**config.mk**
```make
export PLATFORM = sky130hd
export DESIGN_NAME = sequential_updown_psc
export DESIGN_NICKNAME = d
export VERILOG_FILES = /design/src/rtl/sequential_updown_psc.sv
export SDC_FILE = /design/constraint.sdc
export NUM_CORES = 1
export LEC_CHECK = 0
export BUFFER_PORTS_ARGS = -buffer_cell sky130_fd_sc_hd__buf_4
export CORE_ASPECT_RATIO = 1.75
export CORE_MARGIN = 2
export CORE_UTILIZATION = 40
export CTS_CLUSTER_SIZE = 30
export DETAILED_ROUTE_END_ITERATION = 10
export PLACE_DENSITY = 0.74
export SLEW_MARGIN = 30
export SYNTH_ARGS = -nofsm -noshare
export SYNTH_HDL_FRONTEND = slang
export SYNTH_SLANG_ARGS = --single-unit
```
**constraint.sdc**
```tcl
create_clock -name clk -period 4.3 [get_ports clk]
set_input_delay 0.43 -clock clk [delete_from_list [all_inputs] [get_ports clk]]
set_output_delay 0.43 -clock clk [all_outputs]
set_load 0.01 [all_outputs]
```
**src/rtl/sequential_updown_psc.sv**
```systemverilog
// Prescaled up/down counter with wrap or saturate at the 0..MAX bounds.
// The terminal-count pulse is registered and follows any tick taken at a bound.
module sequential_updown_psc #(
  parameter int unsigned      WIDTH    = 8,
  parameter int unsigned      PRESCALE = 1,
  parameter logic [WIDTH-1:0] MAX      = {WIDTH{1'b1}}
) (
  input  logic             clk,
  input  logic             rst_n,
  input  logic [WIDTH-1:0] io_in,
  input  logic [WIDTH-1:0] load_val,
  output logic [WIDTH-1:0] io_out,
  output logic [WIDTH-1:0] io_oeb,
  output logic             tc
);

  localparam int unsigned PSC_W    = 8;
  localparam logic [PSC_W-1:0] PSC_LAST = PSC_W'(PRESCALE - 1);

  logic             clr, en, dir, ld, sat;
  logic [WIDTH-1:0] ctr_q, ctr_d;
  logic [PSC_W-1:0] psc_q, psc_d;
  logic             tc_q, tc_d;
  logic [WIDTH-1:0] ld_clamped;
  logic             tick;
  logic             unused_io;

  assign clr = io_in[0];
  assign en  = io_in[1];
  assign dir = io_in[2];
  assign ld  = io_in[3];
  assign sat = io_in[4];
  assign unused_io = ^io_in[WIDTH-1:5];

  // A full-range MAX needs no clamp; skipping it avoids a constant compare.
  generate
    if (MAX == {WIDTH{1'b1}}) begin : g_noclamp
      assign ld_clamped = load_val;
    end else begin : g_clamp
      assign ld_clamped = (load_val > MAX) ? MAX : load_val;
    end
  endgenerate

  assign tick = (psc_q == PSC_LAST);

  always_comb begin
    ctr_d = ctr_q;
    psc_d = psc_q;
    tc_d  = 1'b0;
    if (en) begin
      if (clr) begin
        ctr_d = '0;
        psc_d = '0;
      end else if (ld) begin
        ctr_d = ld_clamped;
        psc_d = '0;
      end else begin
        psc_d = tick ? '0 : psc_q + PSC_W'(1);
        if (tick) begin
          if (dir) begin
            if (ctr_q == MAX) begin
              ctr_d = sat ? MAX : '0;
              tc_d  = 1'b1;
            end else begin
              ctr_d = ctr_q + WIDTH'(1);
            end
          end else begin
            if (ctr_q == '0) begin
              ctr_d = sat ? '0 : MAX;
              tc_d  = 1'b1;
            end else begin
              ctr_d = ctr_q - WIDTH'(1);
            end
          end
        end
      end
    end
  end

  always_ff @(posedge clk or negedge rst_n) begin
    if (!rst_n) begin
      ctr_q <= '0;
      psc_q <= '0;
      tc_q  <= 1'b0;
    end else begin
      ctr_q <= ctr_d;
      psc_q <= psc_d;
      tc_q  <= tc_d;
    end
  end

  assign io_out = ctr_q;
  assign io_oeb = {WIDTH{1'b1}};
  assign tc     = tc_q;

endmodule

```
==> results of run 1 <==
[metal layers]
metal  global-route usage  vias to the layer above
met1                0.180                      622
met3               0.0198                       11
met4                0.143                        0
li1                     -                      639
met5                    0                        -
met2                0.363                       38
[layout make-up]
| cell class | count | area share |
|---|---|---|
| inverter | 8 | 0.0190 |
| tap | 45 | 0.0356 |
| timing repair buffer | 23 | 0.109 |
| clock buffer | 4 | 0.0285 |
| multi-input combinational | 133 | 0.539 |
| sequential | 17 | 0.269 |
[logic make-up after synthesis]
family | count (synthesis) | synth area share
buf+inv | 25 | 0.116
simple gates | 61 | 0.239
xor+xnor | 4 | 0.0248
compound gates | 53 | 0.259
mux | 2 | 0.0141
other cells | 1 | 0.00265
fa+ha+maj | 5 | 0.0442
flops | 17 | 0.301
[worst paths after layout]
kind	from	endpoint	cells after the start
min in group clk	load_val[5]	io_out[5]$_DFFE_PN0P_	3
worst max-delay path	io_out[0]$_DFFE_PN0P_	io_out[0]$_DFFE_PN0P_	7
worst max register to register	io_out[0]$_DFFE_PN0P_	io_out[0]$_DFFE_PN0P_	7
worst min register to register	psc_q[4]$_DFFE_PN0P_	psc_q[4]$_DFFE_PN0P_	1
worst min-delay path	rst_n	tc$_DFF_PN0_	1
max in group asynchronous	rst_n	io_out[4]$_DFFE_PN0P_	1
[cells in the final DEF (no fill, tap or decap), drive strengths merged, types with 2 or more instances in the layout]
master,netlist,routed
o41ai,2,2
mux2i,2,2
conb,1,8
nand2,15,15
nor4b,2,2
xnor2,2,2
nand2b,3,3
a21boi,2,2
a31oi,5,5
a41oi,2,2
buf,14,23
and3,4,4
o31ai,4,4
ha,5,5
nor3,4,4
nand4,4,4
nor2b,3,3
a21oi,7,7
nor2,13,13
nand3,8,8
xor2,2,2
a22oi,7,7
o21ai,12,12
inv,8,8
and4,3,3
clkbuf,3,4
dfrtp,17,17
[cells in the mapped netlist, types with 2 or more instances]
library cell,n
nor2_1,13
o21ai_0,12
nor3_1,3
buf_2,2
a41oi_1,2
a31oi_1,5
nand2b_1,3
ha_1,5
xnor2_1,2
mux2i_1,2
inv_1,8
nor2b_1,3
dfrtp_1,17
xor2_1,2
o41ai_1,2
and3_1,4
a21oi_1,7
buf_6,3
buf_4,9
nand4_1,4
a22oi_1,6
nand3_1,8
o31ai_1,4
nand2_1,14
and4_1,3
[worst reg2reg max path, cell delays in order, from the launching register on]
cell	delay, ns
dfrtp_1	0.48
inv_1	0.12
ha_1	0.23
nor4b_4	0.36
and3_1	0.25
a22oi_2	0.10
a21boi_1	0.14
o311a_1	0.30
[flip-flops by register name, summed over array words and instances, names as in the netlist]
signal	flops
io_out	8
psc_q	8
tc	1
[per-stage QoR]
stage | cell area, um2 | hold slack [ns]
finish | 1580 | 0.0294
global route | 1580 | 0.0504
CTS | 1580 | 0.0354
detailed placement | 1540 | 0.312
global placement | 1540 | 0.307
floorplan | 1440 | 0.134
[where the power goes]
part	switching, mW	internal, mW	leakage [nW]	total [mW]
logic	0.0694	0.0608	0.461	0.130
registers	0.0298	0.169	0.229	0.199
clock network	0.0536	0.0659	0.0228	0.119
==> metrics.txt, run 1 <==
outcome finished, final reports clean; port bufs 23; Seq. cell area 425 um2; largest net degree at the start of global routing 18; worst-path cell chain inv_1 -> ha_1 -> nor4b_4 -> and3_1 -> a22oi_2 -> a21boi_1 -> o311a_1; share of cells above drive strength 1 0.178; H-tree levels 1; Yosys top cell area share 0.301; CTS Buf Count 3; post-synthesis register bit count 17; grt ovf 0; Final Util 0.465; worst-skew pair later-pin latency 0.25 ns; crit-path leading delay family simple AND/OR/NAND/NOR gates; clock sinks 17; total power 448 uW; critical path launch point type register; final-layout fill cell count 366; slew margin rel. 0.498; asr flop ratio synth 1.00; top cells by area, synth dfrtp_1 (30%), buf_4 (4.8%), ha_1 (4.4%); RSZ-0062 raised after global routing no; fin cells 230; vias in the first global route 1,316; DR vias 1,310; CP max FO 9; Worst VDD drop 0.000200 V; R2R setup slack 2.20 ns; Worst Max-Slew Pin Slew 0.747 ns; DPL Wire Length 2740 um; Power Density 284 nW/um2; RD Place Congestion 0.915; Post-CTS Repair Setup Buffers 0; Setup TNS 0 ns; Iter 0 DRT Violations 25; period utilization 0.488; Longest Clk Path Bufs 2; Slowest-stage cell, CP dfrtp_1; critical path class register to register; CTS tree built; gr usage total 0.187; cts-stage hold buffer count 0; final wirelength 3510 um; Post-CTS Resized 0; Critical Path RT 4.44 ns; Final setup viols 0; Main synth FF type dfrtp_1; worst hold path class primary input to async pin; Leak 0.713 nW; drt wl/cell 15.3 um; highest routed metal layer met4; pre-CTS WS 2.22 ns; Crit. End Element register; Diodes inserted 0; synth warn 0; worst setup margin 2.20 ns; skew final 0.000525 ns; ANT nets after route 0; clk slew on worst S/H paths 0.06 ns; Avg Inst Size Synth 8.42 um2; Initial Util 0.416; max-slew violations 0; CP peak stage delay 0.48 ns; Die W 49.0 um; DR WL met2 1990 um; antenna violations before repair 0; Cell Rows 28; # Max-Cap Violations 0; CP arrival 2.24 ns; Vias/cell 5.70; Cells after DPL 226; worst path bufs/invs 1; Synth area leader dfrtp_1; P&R area growth vs syn 11.8%; fin crit period 2.10 ns; Synth cell types 50; Post-synth EDFFs 0; Pre-antenna DRT Iters 4; met3 wire len 112 um; Core ar. 3400 um2; Cells after Synth 168; Highest Clock Rate 477 MHz; Hold Vio Cnt, Final 0; final net count 209; Syn Std Cell Area 1420 um2; Met1 Routed Length 1260 um; first-pass GRT wire length 5770 um; I/O pins 35; Residual DRC 0; CTS root buffer clkbuf_8; die area 4050 um2; area of the multi-input gates 852 um2; sequential-to-total area share from yosys stat 0.301; Die Y 82.7 um
Note: power is estimated with default switching activity, not from simulation.
==> inputs of run 2 (changes only) <==
==> constraint.sdc (replaced) <==
create_clock -name clk -period 2.18 [get_ports clk]
set_input_delay 0.218 -clock clk [delete_from_list [all_inputs] [get_ports clk]]
set_output_delay 0.218 -clock clk [all_outputs]
set_load 0.01 [all_outputs]
==> run 2 against run 1 <==
Compared with the run above:
- clock skew up 0.0026 ns
- global-route usage up 0.46 points
- highest routed layer unchanged
- count of clock-buffer cells in the layout unchanged
- maximum frequency up 4.7%
- clock power up 98%
- critical endpoint is now io_out[3]$_DFFE_PN0P_
==> metrics.txt, run 2 (synthesis gave the netlist of run 1 again) <==
drt wl/cell 15.2 um (-0.27%); grt ovf 0 (unchanged); CTS root buffer clkbuf_8; commonest non-fill, non-tap cell in the layout buf_4; Die Y 82.7 um (unchanged); Seq pwr share 0.420 (-0.023); Initial Util 0.416 (unchanged); RSZ-0062 raised after global routing no; vias in the first global route 1,359 (+3.3%); DP Area 1570 um2 (+2.4%); critical path launch point type register; ANT nets after route 0 (unchanged); Combinational Power Share 0.319 (+0.029); gr usage total 0.192 (+0.00460); critical path class register to register; H-tree levels 1 (unchanged); clk slew on worst S/H paths 0.07 ns (about the same); DPL Wire Length 2810 um (+2.7%); Worst VDD drop 0.000428 V (+110%); Clock Power Share 0.261 (-0.005); Longest Clk Path Bufs 2 (unchanged); period utilization 0.920 (+0.432); sw frac 0.340 (-0.000475); most frequent cells in the layout buf_4 (28), dfrtp_1 (17), nand2_1 (14); final instance area 1640 um2 (+3.4%); worst-skew pair later-pin latency 0.25 ns (about the same); P&R area growth vs syn 15.6%; CP max FO 7 (-2); Power Density 554 nW/um2 (+95%); Iter 0 DRT Violations 48 (+92%); CP arrival 2.16 ns (-0.08 ns); Final setup viols 0 (unchanged); antenna violations before repair 0 (unchanged); Vias/cell 5.83 (+2.3%); Final Util 0.481 (+0.0158); Leak 0.746 nW (+4.6%); CTS Buf Count 3 (unchanged); Pre-antenna DRT Iters 4 (unchanged); largest net degree at the start of global routing 18 (unchanged); port bufs 23 (unchanged); I/O pins 35 (unchanged); Cell Rows 28 (unchanged); fin crit period 2.01 ns (-0.0935 ns); pre-CTS WS 0.191 ns (-2.03 ns); Crit. End Element register; Post-CTS Repair Setup Buffers 0 (unchanged); die area 4050 um2 (unchanged); Pint 598 uW (+100%); Hold Vio Cnt, Final 0 (unchanged); Diodes inserted 0 (unchanged); first-pass GRT wire length 5990 um (+3.8%); Psw 308 uW (+100%); skew final 0.00309 ns (+0.00256 ns); worst setup margin 0.175 ns (-2.03 ns); outcome finished, final reports clean; Critical Path RT 2.33 ns (-2.11 ns); Die W 49.0 um (unchanged); RD Place Congestion 0.877 (-4.2%); clock sinks 17 (unchanged); # Max-Cap Violations 0 (unchanged); final wirelength 3590 um (+2.3%); max-slew violations 0 (unchanged); total power 906 uW (+100%); Residual DRC 0 (unchanged); DR vias 1,375 (+5.0%); CTS tree built; share of cells above drive strength 1 0.204 (+0.0258); final net count 215 (+2.9%); Setup TNS 0 ns (unchanged); worst hold path class primary input to register; Highest Clock Rate 499 MHz (+4.7%); Core ar. 3400 um2 (unchanged)
==> run 2: changes by cell type in the layout (fill, tap and decap cells not counted), sizes merged <==
cell         before  now
dlygate4sd3       0    1
buf              23   28
==> run 2: what timing repair did <==
action | 4_1_cts | 5_1_grt
hold buffers | 1 | 0
hold endpoints to repair | 17 | 0
setup endpoints to repair | 0 | 1
resized for setup | 0 | 1
==> run 2: critical path, stage by stage (launching register included) <==
cell and delay (ns):
dfrtp_1 0.47, inv_1 0.12, ha_1 0.25, nor4b_4 0.16
and3_1 0.20, a22oi_2 0.23, nand2b_1 0.19, o31ai_1 0.29
==> run 2: layer usage <==
metal / GRT usage / part of all wire / vias to the layer above
li1: - / - / 650
met1: 0.191 / 0.36 / 674
met2: 0.384 / 0.58 / 42
met3: 0.0216 / 0.033 / 9
met4: 0.106 / 0.030 / 0
met5: 0 / 0 / -
==> run 2: worst paths after layout <==
kind | endpoint | cells past startpoint | slack (ns) | startpoint
max | io_out[3]$_DFFE_PN0P_ | 7 | 0.17 | io_out[1]$_DFFE_PN0P_
min | io_out[7]$_DFFE_PN0P_ | 3 | 0.20 | load_val[7]
max reg2reg | io_out[3]$_DFFE_PN0P_ | 7 | 0.17 | io_out[1]$_DFFE_PN0P_
min reg2reg | psc_q[4]$_DFFE_PN0P_ | 1 | 0.53 | psc_q[4]$_DFFE_PN0P_
max in group asynchronous | psc_q[1]$_DFFE_PN0P_ | 2 | 1.62 | rst_n
min in group asynchronous | io_out[2]$_DFFE_PN0P_ | 2 | 0.37 | rst_n
==> run 2: cell type report <==
cell class	count	area (um2)
clock buffers	4	45.0
fillers	360	1760
inverters	8	30.0
multi-input cells	133	858
flip-flops and latches	17	425
well taps	45	56.3
repair buffers	29	220
==> run 2: power groups by stage <==
| stage | Combinational [mW] | Sequential [mW] | Clock, mW |
|---|---|---|---|
| global route | 0.322 | 0.385 | 0.248 |
| CTS | 0.290 | 0.379 | 0.239 |
| floorplan | 0.213 | 0.370 | 0 |
| global placement | 0.284 | 0.384 | 0 |
| detailed placement | 0.287 | 0.385 | 0 |
| finish | 0.290 | 0.380 | 0.236 |
==> run 2: through the flow <==
step	hold slack [ns]	cells
final	0.199	236
after global routing	0.216	236
after CTS	0.200	236
after detailed placement	0.0951	231
after global placement	0.0943	231
after floorplan	-0.0776	175
